## config.mk

```make
export PLATFORM = sky130hd
export DESIGN_NAME = redirect_remap_ctrl_flat
export DESIGN_NICKNAME = d
export VERILOG_FILES = /design/src/rtl/redirect_remap_if.sv /design/src/rtl/redirect_remap_ctrl.sv /design/src/flat_wrapper.sv
export SDC_FILE = /design/constraint.sdc
export NUM_CORES = 1
export LEC_CHECK = 0
export BUFFER_PORTS_ARGS = -buffer_cell sky130_fd_sc_hd__buf_4
export CAP_MARGIN = 15
export CORE_MARGIN = 5
export CORE_UTILIZATION = 50
export CTS_BUF_LIST = sky130_fd_sc_hd__clkbuf_16
export DETAILED_ROUTE_END_ITERATION = 8
export PLACE_DENSITY = 0.73
export SYNTH_ARGS = -nofsm -noshare
export SYNTH_HDL_FRONTEND = slang
export SYNTH_SLANG_ARGS = --single-unit
```

## constraint.sdc

```tcl
create_clock -name clk -period 2.05 [get_ports clk]
set_clock_uncertainty 0.2 [all_clocks]
set_input_delay 0.3075 -clock clk [delete_from_list [all_inputs] [get_ports clk]]
set_output_delay 0.3075 -clock clk [all_outputs]
set_load 0.02 [all_outputs]
```

## src/rtl/redirect_remap_if.sv

```systemverilog
// ---------------------------------------------------------------------------
// redirect_remap_if
// Groups the per-target-port signals between the redirect detector / crossbar
// and redirect_remap_ctrl. Each vector carries one lane per target port.
//   redirect_valid_i, source_i, target_i : redirect request from the detector
//   aw_fire_i, b_fire_i                  : AW / B handshakes on each port
//   block_aw_o                           : crossbar must hold AW ready low
//   remap_valid_o, remap_src_o, remap_tgt_o : committed remap table
//   remap_update_o                       : one-cycle pulse on each commit
//   timeout_o, cnt_err_o                 : sticky status flags
// Modports: master = detector/crossbar side, slave = remap controller.
// ---------------------------------------------------------------------------
interface redirect_remap_if #(
   parameter int N_TARG_PORT = 7,
   parameter int LOG_N_INIT  = 2
);
   logic [N_TARG_PORT-1:0]            redirect_valid_i;
   logic [N_TARG_PORT*LOG_N_INIT-1:0] source_i;
   logic [N_TARG_PORT*LOG_N_INIT-1:0] target_i;
   logic [N_TARG_PORT-1:0]            aw_fire_i;
   logic [N_TARG_PORT-1:0]            b_fire_i;
   logic [N_TARG_PORT-1:0]            block_aw_o;
   logic [N_TARG_PORT-1:0]            remap_valid_o;
   logic [N_TARG_PORT*LOG_N_INIT-1:0] remap_src_o;
   logic [N_TARG_PORT*LOG_N_INIT-1:0] remap_tgt_o;
   logic [N_TARG_PORT-1:0]            remap_update_o;
   logic [N_TARG_PORT-1:0]            timeout_o;
   logic [N_TARG_PORT-1:0]            cnt_err_o;

   modport master (
      output redirect_valid_i, source_i, target_i, aw_fire_i, b_fire_i,
      input  block_aw_o, remap_valid_o, remap_src_o, remap_tgt_o,
             remap_update_o, timeout_o, cnt_err_o
   );

   modport slave (
      input  redirect_valid_i, source_i, target_i, aw_fire_i, b_fire_i,
      output block_aw_o, remap_valid_o, remap_src_o, remap_tgt_o,
             remap_update_o, timeout_o, cnt_err_o
   );
endinterface

```

## src/rtl/redirect_remap_ctrl.sv

```systemverilog
// ---------------------------------------------------------------------------
// redirect_remap_ctrl
// Turns the redirect detector's per-port request levels into a safely applied
// crossbar remap table. Per target port: counts outstanding write bursts,
// blocks new AW while a remap change is pending, waits for in-flight writes
// to drain (or a drain timeout), then commits the new remap in one cycle.
// Ports:
//   clk   : clock
//   rst_n : synchronous active-low reset
//   bus   : redirect_remap_if slave modport (requests, handshakes, remap out)
// ---------------------------------------------------------------------------
module redirect_remap_ctrl #(
   parameter int N_TARG_PORT   = 7,
   parameter int LOG_N_INIT    = 2,
   parameter int OUTST_W       = 4,
   parameter int DRAIN_TIMEOUT = 256
) (
   input  logic                   clk,
   input  logic                   rst_n,
   redirect_remap_if.slave        bus
);
   localparam int TMR_W = (DRAIN_TIMEOUT > 1) ? $clog2(DRAIN_TIMEOUT) : 1;
   localparam logic [TMR_W-1:0]   TMR_LAST = TMR_W'(DRAIN_TIMEOUT - 1);
   localparam logic [TMR_W-1:0]   TMR_ZERO = {TMR_W{1'b0}};
   localparam logic [OUTST_W-1:0] CNT_MAX  = {OUTST_W{1'b1}};
   localparam logic [OUTST_W-1:0] CNT_ZERO = {OUTST_W{1'b0}};

   typedef enum logic [1:0] {
      ST_IDLE  = 2'd0,
      ST_DRAIN = 2'd1,
      ST_APPLY = 2'd2
   } state_t;

   for (genvar p = 0; p < N_TARG_PORT; p++) begin : g_port
      state_t                  state_r, state_nxt_s;
      logic [OUTST_W-1:0]      cnt_r, cnt_nxt_s;
      logic [TMR_W-1:0]        tmr_r, tmr_nxt_s;
      logic                    cnt_err_r, cnt_err_nxt_s;
      logic                    timeout_r, timeout_nxt_s;
      logic                    remap_valid_r;
      logic [LOG_N_INIT-1:0]   remap_src_r, remap_tgt_r;
      logic                    mismatch_s;
      logic                    req_valid_s, aw_s, b_s;
      logic [LOG_N_INIT-1:0]   req_src_s, req_tgt_s;

      assign req_valid_s = bus.redirect_valid_i[p];
      assign req_src_s   = bus.source_i[p*LOG_N_INIT +: LOG_N_INIT];
      assign req_tgt_s   = bus.target_i[p*LOG_N_INIT +: LOG_N_INIT];
      assign aw_s        = bus.aw_fire_i[p];
      assign b_s         = bus.b_fire_i[p];

      // Live request differs from the committed remap (level comparison only).
      assign mismatch_s = (req_valid_s != remap_valid_r) ||
                          (req_valid_s && remap_valid_r &&
                           ({req_src_s, req_tgt_s} != {remap_src_r, remap_tgt_r}));

      // Outstanding-write counter; errors saturate/floor instead of wrapping.
      always_comb begin
         cnt_nxt_s     = cnt_r;
         cnt_err_nxt_s = cnt_err_r;
         if (aw_s && !b_s) begin
            if (cnt_r == CNT_MAX) begin
               cnt_err_nxt_s = 1'b1;
            end else begin
               cnt_nxt_s = cnt_r + 1'b1;
            end
         end else if (b_s && !aw_s) begin
            if (cnt_r == CNT_ZERO) begin
               cnt_err_nxt_s = 1'b1;
            end else begin
               cnt_nxt_s = cnt_r - 1'b1;
            end
         end else begin
            cnt_nxt_s = cnt_r;
         end
      end

      // Next-state logic: withdrawal wins over commit, drained wins over timeout.
      always_comb begin
         state_nxt_s   = state_r;
         tmr_nxt_s     = tmr_r;
         timeout_nxt_s = timeout_r;
         case (state_r)
            ST_IDLE: begin
               if (mismatch_s) begin
                  state_nxt_s = ST_DRAIN;
                  tmr_nxt_s   = TMR_ZERO;
               end else begin
                  state_nxt_s = ST_IDLE;
               end
            end
            ST_DRAIN: begin
               tmr_nxt_s = tmr_r + 1'b1;
               if (!mismatch_s) begin
                  state_nxt_s = ST_IDLE;
               end else if (cnt_r == CNT_ZERO) begin
                  state_nxt_s = ST_APPLY;
               end else if (tmr_r == TMR_LAST) begin
                  state_nxt_s   = ST_APPLY;
                  timeout_nxt_s = 1'b1;
               end else begin
                  state_nxt_s = ST_DRAIN;
               end
            end
            ST_APPLY: begin
               state_nxt_s = ST_IDLE;
            end
            default: begin
               state_nxt_s = ST_IDLE;
            end
         endcase
      end

      // State, counter, timer and sticky flag registers.
      always_ff @(posedge clk) begin
         if (!rst_n) begin
            state_r   <= ST_IDLE;
            cnt_r     <= CNT_ZERO;
            tmr_r     <= TMR_ZERO;
            cnt_err_r <= 1'b0;
            timeout_r <= 1'b0;
         end else begin
            state_r   <= state_nxt_s;
            cnt_r     <= cnt_nxt_s;
            tmr_r     <= tmr_nxt_s;
            cnt_err_r <= cnt_err_nxt_s;
            timeout_r <= timeout_nxt_s;
         end
      end

      // Committed remap: sampled from the live request at the end of APPLY.
      always_ff @(posedge clk) begin
         if (!rst_n) begin
            remap_valid_r <= 1'b0;
            remap_src_r   <= {LOG_N_INIT{1'b0}};
            remap_tgt_r   <= {LOG_N_INIT{1'b0}};
         end else if (state_r == ST_APPLY) begin
            remap_valid_r <= req_valid_s;
            remap_src_r   <= req_src_s;
            remap_tgt_r   <= req_tgt_s;
         end else begin
            remap_valid_r <= remap_valid_r;
            remap_src_r   <= remap_src_r;
            remap_tgt_r   <= remap_tgt_r;
         end
      end

      assign bus.block_aw_o[p]     = (state_r == ST_DRAIN) || (state_r == ST_APPLY);
      assign bus.remap_update_o[p] = (state_r == ST_APPLY);
      assign bus.remap_valid_o[p]  = remap_valid_r;
      assign bus.remap_src_o[p*LOG_N_INIT +: LOG_N_INIT] = remap_src_r;
      assign bus.remap_tgt_o[p*LOG_N_INIT +: LOG_N_INIT] = remap_tgt_r;
      assign bus.timeout_o[p]      = timeout_r;
      assign bus.cnt_err_o[p]      = cnt_err_r;
   end
endmodule

```

## src/flat_wrapper.sv

```systemverilog
// flat-port wrapper written by rule: the top's interface ports become plain ports
module redirect_remap_ctrl_flat 
#(
   parameter int N_TARG_PORT   = 7,
   parameter int LOG_N_INIT    = 2,
   parameter int OUTST_W       = 4,
   parameter int DRAIN_TIMEOUT = 256
)
  (clk, rst_n, bus_redirect_valid_i, bus_source_i, bus_target_i, bus_aw_fire_i, bus_b_fire_i, bus_block_aw_o, bus_remap_valid_o, bus_remap_src_o, bus_remap_tgt_o, bus_remap_update_o, bus_timeout_o, bus_cnt_err_o);
  redirect_remap_if #(.N_TARG_PORT(N_TARG_PORT), .LOG_N_INIT(LOG_N_INIT)) bus_i ();
  input  logic clk;
  input  logic rst_n;
  input wire logic [$bits(bus_i.redirect_valid_i)-1:0] bus_redirect_valid_i;
  input wire logic [$bits(bus_i.source_i)-1:0] bus_source_i;
  input wire logic [$bits(bus_i.target_i)-1:0] bus_target_i;
  input wire logic [$bits(bus_i.aw_fire_i)-1:0] bus_aw_fire_i;
  input wire logic [$bits(bus_i.b_fire_i)-1:0] bus_b_fire_i;
  output wire logic [$bits(bus_i.block_aw_o)-1:0] bus_block_aw_o;
  output wire logic [$bits(bus_i.remap_valid_o)-1:0] bus_remap_valid_o;
  output wire logic [$bits(bus_i.remap_src_o)-1:0] bus_remap_src_o;
  output wire logic [$bits(bus_i.remap_tgt_o)-1:0] bus_remap_tgt_o;
  output wire logic [$bits(bus_i.remap_update_o)-1:0] bus_remap_update_o;
  output wire logic [$bits(bus_i.timeout_o)-1:0] bus_timeout_o;
  output wire logic [$bits(bus_i.cnt_err_o)-1:0] bus_cnt_err_o;
  assign bus_i.redirect_valid_i = bus_redirect_valid_i;
  assign bus_i.source_i = bus_source_i;
  assign bus_i.target_i = bus_target_i;
  assign bus_i.aw_fire_i = bus_aw_fire_i;
  assign bus_i.b_fire_i = bus_b_fire_i;
  assign bus_block_aw_o = bus_i.block_aw_o;
  assign bus_remap_valid_o = bus_i.remap_valid_o;
  assign bus_remap_src_o = bus_i.remap_src_o;
  assign bus_remap_tgt_o = bus_i.remap_tgt_o;
  assign bus_remap_update_o = bus_i.remap_update_o;
  assign bus_timeout_o = bus_i.timeout_o;
  assign bus_cnt_err_o = bus_i.cnt_err_o;
  redirect_remap_ctrl #(.N_TARG_PORT(N_TARG_PORT), .LOG_N_INIT(LOG_N_INIT), .OUTST_W(OUTST_W), .DRAIN_TIMEOUT(DRAIN_TIMEOUT)) u_core (.clk(clk), .rst_n(rst_n), .bus(bus_i));
endmodule
```

==> results.sh, run 1 <==
export IMPL_status="complete, but fails checks"
export IMPL_violations="setup timing"
export IMPL_cts_root_buffer="clkbuf_16"
export IMPL_post_place_ws_ns=-0.07912
export IMPL_p_switching_mw=2.806
export IMPL_stdcell_count=1296
export IMPL_grt_pass1_vias=6531
export IMPL_wl_per_cell_um=13.61
export IMPL_insertion_delay_ns=0.42
export IMPL_cts_tree="built"
export IMPL_area_growth_pct=29.18
export IMPL_use_met2=0.3371
export IMPL_maxCapViolations=0
export IMPL_hold_class="in -> reg"
export IMPL_place_detailed_hpwl_mm=12.68
export IMPL_dp_cells=1228
export IMPL_cts_max_level=4
export IMPL_leakagePower_nw=4.293
export IMPL_ctsLongestPathBuffers=2
export IMPL_ys_types=52
export IMPL_ys_warn_count=0
export IMPL_finalSetupViolCount=1
export IMPL_yosys_top_cells_area="dfxtp_1 37%, ha_1 10%, mux2i_1 5.5%"
export IMPL_drc=0
export IMPL_cts_made_buffers=17
export IMPL_cp_arrival_ns=2.15
export IMPL_period_minus_slack_ns=2.053
export IMPL_grt_ovfl_total=0
export IMPL_synthTopCellsByCount="147 x dfxtp_1, 106 x nor2_1, 63 x ha_1"
export IMPL_rsz0062_at_grt="yes"
export IMPL_drt_iter0_drc=284
export IMPL_fin_util=0.6641
export IMPL_dr_pass1_iters=5
export IMPL_antennaDiodeCount=0
export IMPL_pin_count=114
export IMPL_die_h_um=135.5
export IMPL_tightest_slew_ns=0.4141
export IMPL_met1_usage=0.2492
export IMPL_gr_max_usage_layer="met2"
export IMPL_start_util=0.5141
export IMPL_critPathMaxFanout=4
export IMPL_fillers=1302
export IMPL_critPathKind="in -> reg"
export IMPL_critical_path_startpoint_type="primary input"
export IMPL_clock_fmax_mhz=487.1
export IMPL_setup_slack_ns=-0.002965
export IMPL_synth_edf_count=0
export IMPL_power_density_mw_per_mm2=923.0
export IMPL_yosys_area_top_type="dfxtp_1"
export IMPL_synthCells=901
export IMPL_critPathRequiredTime_ns=2.15
export IMPL_ir_worst_vdd_mv=0.6889
export IMPL_antenna_found_initial=0
export IMPL_grt_max_degree=27
export IMPL_whs_ns=0.04856
export IMPL_synth_top_area_frac=0.3737
export IMPL_ys_ff_latch=147
export IMPL_grt_usage=0.1971
export IMPL_ys_seq_area_frac=0.3737
export IMPL_setup_tns_ns=-0.002965
export IMPL_die_w_um=135.5
export IMPL_fin_crit_sh=1.001
export IMPL_ys_flop_type="dfxtp_1"
export IMPL_finalWirelength_mm=17.64
export IMPL_vias=6808
export IMPL_cts_sinks=147
export IMPL_intPower_mw=6.581
export IMPL_grt_first_pass_wirelength_mm=30.02
export IMPL_core_area_mm2=0.01531
export IMPL_clk_pin_slew_ns=0.06
export IMPL_post_synth_cell_area_avg_um2=8.739
export IMPL_power_frac_seq=0.364
export IMPL_p_total_mw=9.387
export IMPL_pwr_share_comb=0.287
export IMPL_hold_viol=0
export IMPL_placed_area_mm2=0.009116
export IMPL_finalMaxSlewViolations=0
export IMPL_ant_nets=0
export IMPL_core_rowCount=45
export IMPL_switching_share=0.2990
export IMPL_io_buffers=113
export IMPL_yosysMostFrequentCell="dfxtp_1"
export IMPL_synth_area_mm2=0.007874
export IMPL_die_area_mm2=0.01836
export IMPL_maxSlewHeadroom=0.7240
export IMPL_fin_area_mm2=0.01017
export IMPL_nets=1195
export IMPL_async_reset_ff_frac=0
export IMPL_layout_drive_gt1_share=0.2065
export IMPL_clkPwrFrac=0.350
export IMPL_syn_nets=1022
export IMPL_vias_per_cell=5.253
export IMPL_place_congestion=0.8405
export IMPL_met3_usage=0.04681
export IMPL_end_kind="flip-flop"
power by group through the flow:
stage          combinational (mW)  clock [mW]  sequential [mW]
2_1_floorplan                1.82           0             3.45
3_3_place_gp                 2.53           0             3.46
3_5_place_dp                 2.61           0             3.47
4_1_cts                      2.67        3.34             3.41
5_1_grt                      3.02        3.49             3.46
6_report                     2.69        3.28             3.41
layout make-up:
cell class / instances / area, um2 / share of cell area
Clock buffer: 17 / 425.4 / 0.04183
Sequential cell: 147 / 2943 / 0.2893
Timing Repair Buffer: 202 / 1620 / 0.1593
Inverter: 55 / 206.4 / 0.02030
Clock inverter: 13 / 192.7 / 0.01894
Multi-Input combinational cell: 651 / 4519 / 0.4443
Tap cell: 211 / 264.0 / 0.02596
metal layers:
metal,vias up,share of wire
met1,3170,0.46
met5,-,0
met3,15,0.039
met4,0,0.0088
li1,3506,-
met2,117,0.49
worst paths after layout:
kind	slack, ns	end	depth (start not counted)	startpoint
worst max-delay path	-0.003	u_core.g_port[3].state_r[1]	8	bus_source_i[6]
worst min-delay path	0.05	u_core.g_port[1].timeout_r	2	rst_n
worst max register to register	0.13	u_core.g_port[3].state_r[1]	6	u_core.g_port[3].remap_tgt_r[1]
worst min register to register	0.27	u_core.g_port[0].tmr_r[7]	1	u_core.g_port[0].tmr_r[7]
registers in the layout, summed over array words and instances (netlist names):
name                         count
u_core.g_port.remap_src_r       14
u_core.g_port.cnt_err_r          7
u_core.g_port.timeout_r          7
u_core.g_port.cnt_r             28
u_core.g_port.tmr_r             56
u_core.g_port.remap_valid_r      7
u_core.g_port.remap_tgt_r       14
u_core.g_port.state_r           14
logic make-up (layout without fill, tap and decap cells):
logic type               after synthesis  count (layout)  share of synthesized area
buffers and inverters                103             287                    0.05991
multiplexers                          44              44                    0.05609
flip-flops                           147             147                     0.3737
XOR/XNOR                              42              42                    0.04672
AND/OR/NAND/NOR                      292             292                     0.1753
AO/OA/AOI/OAI                        203             203                     0.1703
adder cells (fa/ha/maj)               70              70                     0.1179
what timing repair did:
action,in CTS,in global routing
hold buffers,35,0
setup endpoints to repair,0,43
setup buffers,0,3
gates resized for setup,0,16
endpoints found under the hold margin,35,0
placed cells by master (no fill, tap or decap), drive strengths merged, types with 15 or more instances in the layout:
master       count
buf            167
xor2            28
nor3            22
o21ai           58
mux2i           43
clkbuf          17
ha              63
nand2           54
a21oi           37
nor2           112
nand3           44
dlygate4sd3     35
a211oi          22
dfxtp          147
inv             56
o31ai           19
a21o            15
critical path, cell delays in order:
cell	delay, ns
dlygate4sd3_1	0.55
buf_6	0.13
xor2_1	0.14
o41a_1	0.49
or2_1	0.30
buf_4	0.14
nand2_2	0.06
a211oi_1	0.04
Power figures use the tool's default switching activity.
==> run 2: changes to the inputs <==
--- a/config.mk
+++ b/config.mk
@@ -5,13 +5,14 @@
 export SDC_FILE = /design/constraint.sdc
 export NUM_CORES = 1
 export LEC_CHECK = 0
+export ABC_AREA = 1
 export BUFFER_PORTS_ARGS = -buffer_cell sky130_fd_sc_hd__buf_4
-export CAP_MARGIN = 15
+export CAP_MARGIN = 10
 export CORE_MARGIN = 5
 export CORE_UTILIZATION = 50
 export CTS_BUF_LIST = sky130_fd_sc_hd__clkbuf_16
 export DETAILED_ROUTE_END_ITERATION = 8
-export PLACE_DENSITY = 0.73
+export PLACE_DENSITY = 0.72
 export SYNTH_ARGS = -nofsm -noshare
 export SYNTH_HDL_FRONTEND = slang
 export SYNTH_SLANG_ARGS = --single-unit
==> run 2 against run 1 <==
Compared with the run above: the flow now finishes without violations; utilization is 4.7 points lower; area after synthesis rose by 11%; combinational power is 7.8% lower; flip-flop and latch count did not move; critical endpoint is now bus_remap_update_o[2]; non-clock buffer count down 46; clock power up 3%; clock-buffer cell count did not move; critical path type is now reg -> out; setup slack improved by 0.12 ns.
==> results.sh, run 2 <==
export IMPL_critPathMaxStageDelay_ns=0.40
export IMPL_ys_seq_area_frac=0.3367
export IMPL_leakagePower_nw=4.755
export IMPL_area_growth_pct=21.72
export IMPL_nets=1484
export IMPL_ys_types=34
export IMPL_finalMaxSlewViolations=0
export IMPL_fin_area_mm2=0.01064
export IMPL_vias=7874
export IMPL_maxSlewHeadroom=0.7374
export IMPL_finalSetupViolCount=0
export IMPL_critPathMaxFanout=11
export IMPL_pwr_share_comb=0.266
export IMPL_placed_area_mm2=0.009589
export IMPL_p_switching_mw=3.003
export IMPL_top_regs="u_core.g_port.tmr_r x56, u_core.g_port.cnt_r x28"
export IMPL_start_util=0.5070
export IMPL_switching_share=0.3224
export IMPL_cts_tree="built"
export IMPL_final_cell_mix="241 x nand2_1, 184 x inv_1, 147 x dfxtp_1, 125 x a21oi_1, 114 x buf_4"
export IMPL_dr_pass1_iters=5
export IMPL_grt_usage=0.1866
export IMPL_power_density_mw_per_mm2=875.6
export IMPL_critPathRequiredTime_ns=1.54
export IMPL_period_minus_slack_ns=1.936
export IMPL_async_reset_ff_frac=0
export IMPL_drt_iter0_drc=402
export IMPL_yosysMostFrequentCell="nand2_1"
export IMPL_yosys_top_cells_area="dfxtp_1 34%, nand2_1 10%, ha_1 9.0%"
export IMPL_antennaDiodeCount=0
export IMPL_crit_slowest_cell="ha_1"
export IMPL_setup_tns_ns=0
export IMPL_intPower_mw=6.311
export IMPL_hold_class="in -> reg"
export IMPL_cts_made_buffers=17
export IMPL_cts_root_buffer="clkbuf_16"
export IMPL_vias_per_cell=4.921
export IMPL_fin_crit_sh=0.9445
export IMPL_setup_slack_ns=0.1138
export IMPL_grt_max_degree=58
export IMPL_cp_arrival_ns=1.43
export IMPL_dp_cells=1529
export IMPL_critical_path_startpoint_type="flip-flop"
export IMPL_syn_nets=1360
export IMPL_ctsLongestPathBuffers=2
export IMPL_wl_per_cell_um=11.71
export IMPL_post_synth_cell_area_avg_um2=7.054
export IMPL_ant_nets=0
export IMPL_synth_edf_count=0
export IMPL_synthCells=1239
export IMPL_grt_first_pass_wirelength_mm=32.11
export IMPL_regMostFlops="u_core.g_port.tmr_r"
export IMPL_ys_flop_type="dfxtp_1"
export IMPL_core_rowCount=48
export IMPL_ir_worst_vdd_mv=0.6484
export IMPL_synth_top_area_frac=0.3367
export IMPL_grt_ovfl_total=0
export IMPL_cts_max_level=4
export IMPL_layout_commonest_cell="nand2_1"
export IMPL_post_place_ws_ns=0.06677
export IMPL_grt_pass1_vias=7348
export IMPL_status="finished, final reports clean"
export IMPL_pin_count=114
export IMPL_place_congestion=0.8033
export IMPL_ys_warn_count=0
export IMPL_largest_reg_flops=56
export IMPL_layout_drive_gt1_share=0.1418
export IMPL_power_frac_seq=0.372
export IMPL_critPathKind="reg -> out"
export IMPL_stdcell_count=1600
export IMPL_cts_sinks=147
export IMPL_maxCapViolations=0
export IMPL_place_detailed_hpwl_mm=13.03
export IMPL_antenna_found_initial=0
export IMPL_drc=0
export IMPL_die_h_um=142.2
export IMPL_die_area_mm2=0.02022
export IMPL_insertion_delay_ns=0.42
export IMPL_die_w_um=142.2
export IMPL_clk_pin_slew_ns=0.06
export IMPL_crit_chain="inv_1, ha_1, buf_4"
export IMPL_synth_area_mm2=0.008740
export IMPL_ys_ff_latch=147
export IMPL_end_kind="output port"
export IMPL_core_area_mm2=0.01724
export IMPL_clock_fmax_mhz=516.5
export IMPL_fin_util=0.6172
export IMPL_hold_viol=0
export IMPL_synthTopCellsByCount="243 x nand2_1, 185 x inv_1, 147 x dfxtp_1"
export IMPL_finalWirelength_mm=18.73
export IMPL_rsz0062_at_grt="no"
export IMPL_io_buffers=113
export IMPL_yosys_area_top_type="dfxtp_1"
export IMPL_clkPwrFrac=0.362
export IMPL_tightest_slew_ns=0.3939
export IMPL_fillers=1562
## run 2: logic make-up (layout without fill, tap and decap cells)
family | count (synthesis) | in the layout | share of synthesized area
and+or+nand+nor | 537 | 537 | 0.2806
AOI/OAI and AO/OA | 210 | 210 | 0.1233
adders and majority gates | 70 | 70 | 0.1062
DFF | 147 | 147 | 0.3367
buffers and inverters | 241 | 377 | 0.1191
xor gates and xnor gates | 34 | 34 | 0.03407
## run 2: timing repair
action                     CTS  global route
resized for setup            0             4
hold buffers                40             0
hold endpoints to repair    35             0
setup endpoints to repair    0             7
setup buffers                0             0
## run 2: final timing paths
kind                            depth (start not counted)                              end  slack (ns)                   startpoint
worst max-delay path                                    3            bus_remap_update_o[2]        0.11  u_core.g_port[2].state_r[0]
worst min-delay path                                    4       u_core.g_port[0].cnt_err_r        0.12              bus_b_fire_i[0]
worst max register to register                          5  u_core.g_port[1].remap_tgt_r[0]        0.16  u_core.g_port[1].state_r[0]
worst min register to register                          2       u_core.g_port[3].timeout_r        0.25   u_core.g_port[3].timeout_r
## run 2: layer usage
metal | up-vias | wire length [um] | part of all wire | GRT usage
met1 | 3534 | 8738 | 0.47 | 0.2344
met5 | - | 0 | 0 | 0
met2 | 111 | 8986 | 0.48 | 0.3277
met3 | 15 | 818 | 0.044 | 0.03663
li1 | 4214 | - | - | -
met4 | 0 | 189 | 0.010 | 0.04899
## run 2: worst max-delay path, delay by kind of cell, from the launching register on
kind,cells,cell delay [ns]
DFF,1,0.32
adders and majority gates,1,0.40
buffers and inverters,2,0.30
## run 2: metrics by stage
step,hold slack (ns),power (mW)
2_1_floorplan,0.2228,5.359
3_3_place_gp,0.2391,5.858
3_5_place_dp,0.2472,5.925
4_1_cts,0.1080,9.398
5_1_grt,0.1238,9.922
6_report,0.1189,9.314
## run 2: cell type report
class,count,area (um2),share of cell area
repair buffers,156,1296,0.1219
clock inverters,14,210.2,0.01976
well taps,225,281.5,0.02646
flip-flops and latches,147,2943,0.2766
clock buffers,17,425.4,0.03999
inverters,190,713.2,0.06704
multi-input cells,851,4768,0.4482
## run 2: power groups by stage
stage | clock network [mW] | registers [mW] | logic (mW)
floorplan | 0 | 3.48 | 1.88
global placement | 0 | 3.51 | 2.35
detailed placement | 0 | 3.52 | 2.40
CTS | 3.44 | 3.47 | 2.49
global route | 3.57 | 3.52 | 2.83
finish | 3.37 | 3.47 | 2.48
==> run 3: changes to the inputs <==
--- a/config.mk
+++ b/config.mk
@@ -12,7 +12,7 @@
 export CORE_UTILIZATION = 50
 export CTS_BUF_LIST = sky130_fd_sc_hd__clkbuf_16
 export DETAILED_ROUTE_END_ITERATION = 8
-export PLACE_DENSITY = 0.72
+export PLACE_DENSITY = 0.73
 export SYNTH_ARGS = -nofsm -noshare
 export SYNTH_HDL_FRONTEND = slang
 export SYNTH_SLANG_ARGS = --single-unit
==> run 3 against run 2 <==
Compared with the run above: non-clock buffer count shrank 2; combinational power barely moved; setup slack lost 0.012 ns; hold slack got worse by 0.0037 ns.
==> results.sh, run 3 (synthesized netlist as in run 2, its figures left out) <==
export IMPL_ant_nets=0
export IMPL_cts_max_level=4
export IMPL_fin_crit_sh=0.9503
export IMPL_die_area_mm2=0.02022
export IMPL_top_regs="u_core.g_port.tmr_r x56, u_core.g_port.cnt_r x28"
export IMPL_ctsLongestPathBuffers=2
export IMPL_start_util=0.5070
export IMPL_clock_fmax_mhz=513.3
export IMPL_area_growth_pct=20.49
export IMPL_postCtsSetupBuffers=0
export IMPL_hold_class="in -> reg"
export IMPL_vias_per_cell=4.954
export IMPL_nets=1482
export IMPL_final_cell_mix="241 x nand2_1, 187 x inv_1, 147 x dfxtp_1, 125 x a21oi_1, 118 x buf_4"
export IMPL_hold_viol=0
export IMPL_cts_sinks=147
export IMPL_critPathKind="reg -> out"
export IMPL_critPathMaxFanout=11
export IMPL_finalWirelength_mm=18.74
export IMPL_maxCapViolations=0
export IMPL_leakagePower_nw=4.700
export IMPL_vias=7921
export IMPL_dr_pass1_iters=5
export IMPL_status="finished, final reports clean"
export IMPL_cts_tree="built"
export IMPL_cts_made_buffers=17
export IMPL_cts_root_buffer="clkbuf_16"
export IMPL_grt_usage=0.1886
export IMPL_layout_commonest_cell="nand2_1"
export IMPL_place_detailed_hpwl_mm=13.45
export IMPL_cp_arrival_ns=1.44
export IMPL_critPathRequiredTime_ns=1.54
export IMPL_end_kind="output port"
export IMPL_place_congestion=0.8473
export IMPL_pin_count=114
export IMPL_insertion_delay_ns=0.43
export IMPL_multi_input_area_mm2=0.004766
export IMPL_core_rowCount=48
export IMPL_grt_pass1_vias=7379
export IMPL_regMostFlops="u_core.g_port.tmr_r"
export IMPL_drt_iter0_drc=383
export IMPL_whs_ns=0.1152
export IMPL_wl_per_cell_um=11.72
export IMPL_finalMaxSlewViolations=0
export IMPL_grt_ovfl_total=0
export IMPL_finalSetupViolCount=0
export IMPL_tightest_slew_ns=0.4115
export IMPL_setup_tns_ns=0
export IMPL_drc=0
export IMPL_fillers=1561
export IMPL_largest_reg_flops=56
export IMPL_clk_pin_slew_ns=0.06
export IMPL_power_density_mw_per_mm2=847.7
export IMPL_rsz0062_at_grt="no"
export IMPL_layout_drive_gt1_share=0.1426
export IMPL_critical_path_startpoint_type="flip-flop"
export IMPL_grt_first_pass_wirelength_mm=32.33
export IMPL_grt_max_degree=37
export IMPL_period_minus_slack_ns=1.948
export IMPL_ir_worst_vdd_mv=0.6961
export IMPL_antennaDiodeCount=0
export IMPL_maxSlewHeadroom=0.7257
export IMPL_seq_area_mm2=0.002943
export IMPL_core_area_mm2=0.01724
export IMPL_die_h_um=142.2
export IMPL_die_w_um=142.2
export IMPL_antenna_found_initial=0
export IMPL_io_buffers=113
==> run 3: cell types whose count changed in the layout (fill, tap and decap cells not counted), sizes merged <==
cell and change:
inv +2, bufinv -3, clkinvlp +3, clkinv -1, buf +3, dlygate4sd3 -5
==> run 3: worst paths after layout <==
check                                    from                          to  slack [ns]  depth (start not counted)
hold reg to reg    u_core.g_port[1].timeout_r  u_core.g_port[1].timeout_r        0.25                          2
hold / removal                bus_b_fire_i[6]  u_core.g_port[6].cnt_err_r        0.12                          4
setup reg to reg  u_core.g_port[2].state_r[1]   u_core.g_port[2].tmr_r[4]        0.27                          7
setup / recovery  u_core.g_port[6].state_r[0]       bus_remap_update_o[6]        0.10                          3
==> run 3: metrics by stage <==
stage	power, mW	cell area (um2)	utilization	std cells	worst slack, ns
floorplan	5.359	8740	-	1239	0.3127
global placement	5.865	9599	0.5569	1532	0.1056
detailed placement	5.933	9599	0.5569	1532	0.05320
CTS	9.011	10520	0.6103	1599	0.08043
global route	9.559	10530	0.6109	1599	0.01697
finish	8.926	10530	0.6109	1599	0.1019
==> run 3: critical path, stage by stage (launching register included) <==
cell	delay, ns
dfxtp_1	0.31
inv_1	0.07
ha_1	0.41
buf_4	0.22
==> run 3: cell type report <==
type | instances | area share
inverters | 190 | 0.06773
repair buffers | 154 | 0.1193
well taps | 225 | 0.02673
clock buffers | 17 | 0.04040
clock inverters | 15 | 0.01378
multi-input cells | 851 | 0.4526
flip-flops and latches | 147 | 0.2795
==> run 3: where the power goes <==
group / switching (mW) / internal [mW] / leakage [nW]
Clock: 1.21 / 1.78 / 0.275
Combinational: 1.50 / 0.990 / 3.23
Sequential: 0.296 / 3.16 / 1.20
Total: 3.00 / 5.93 / 4.70
==> run 3: routing by layer <==
metal / part of all wire / track usage
met5: 0 / 0
met4: 0.014 / 0.06414
met3: 0.043 / 0.03931
met2: 0.48 / 0.3265
met1: 0.46 / 0.2333
==> run 3: repair_timing <==
action | in CTS | in global routing
hold buffers | 35 | 0
gates resized for setup | 0 | 3
hold endpoints to repair | 35 | 0
endpoints found under the setup margin | 0 | 5
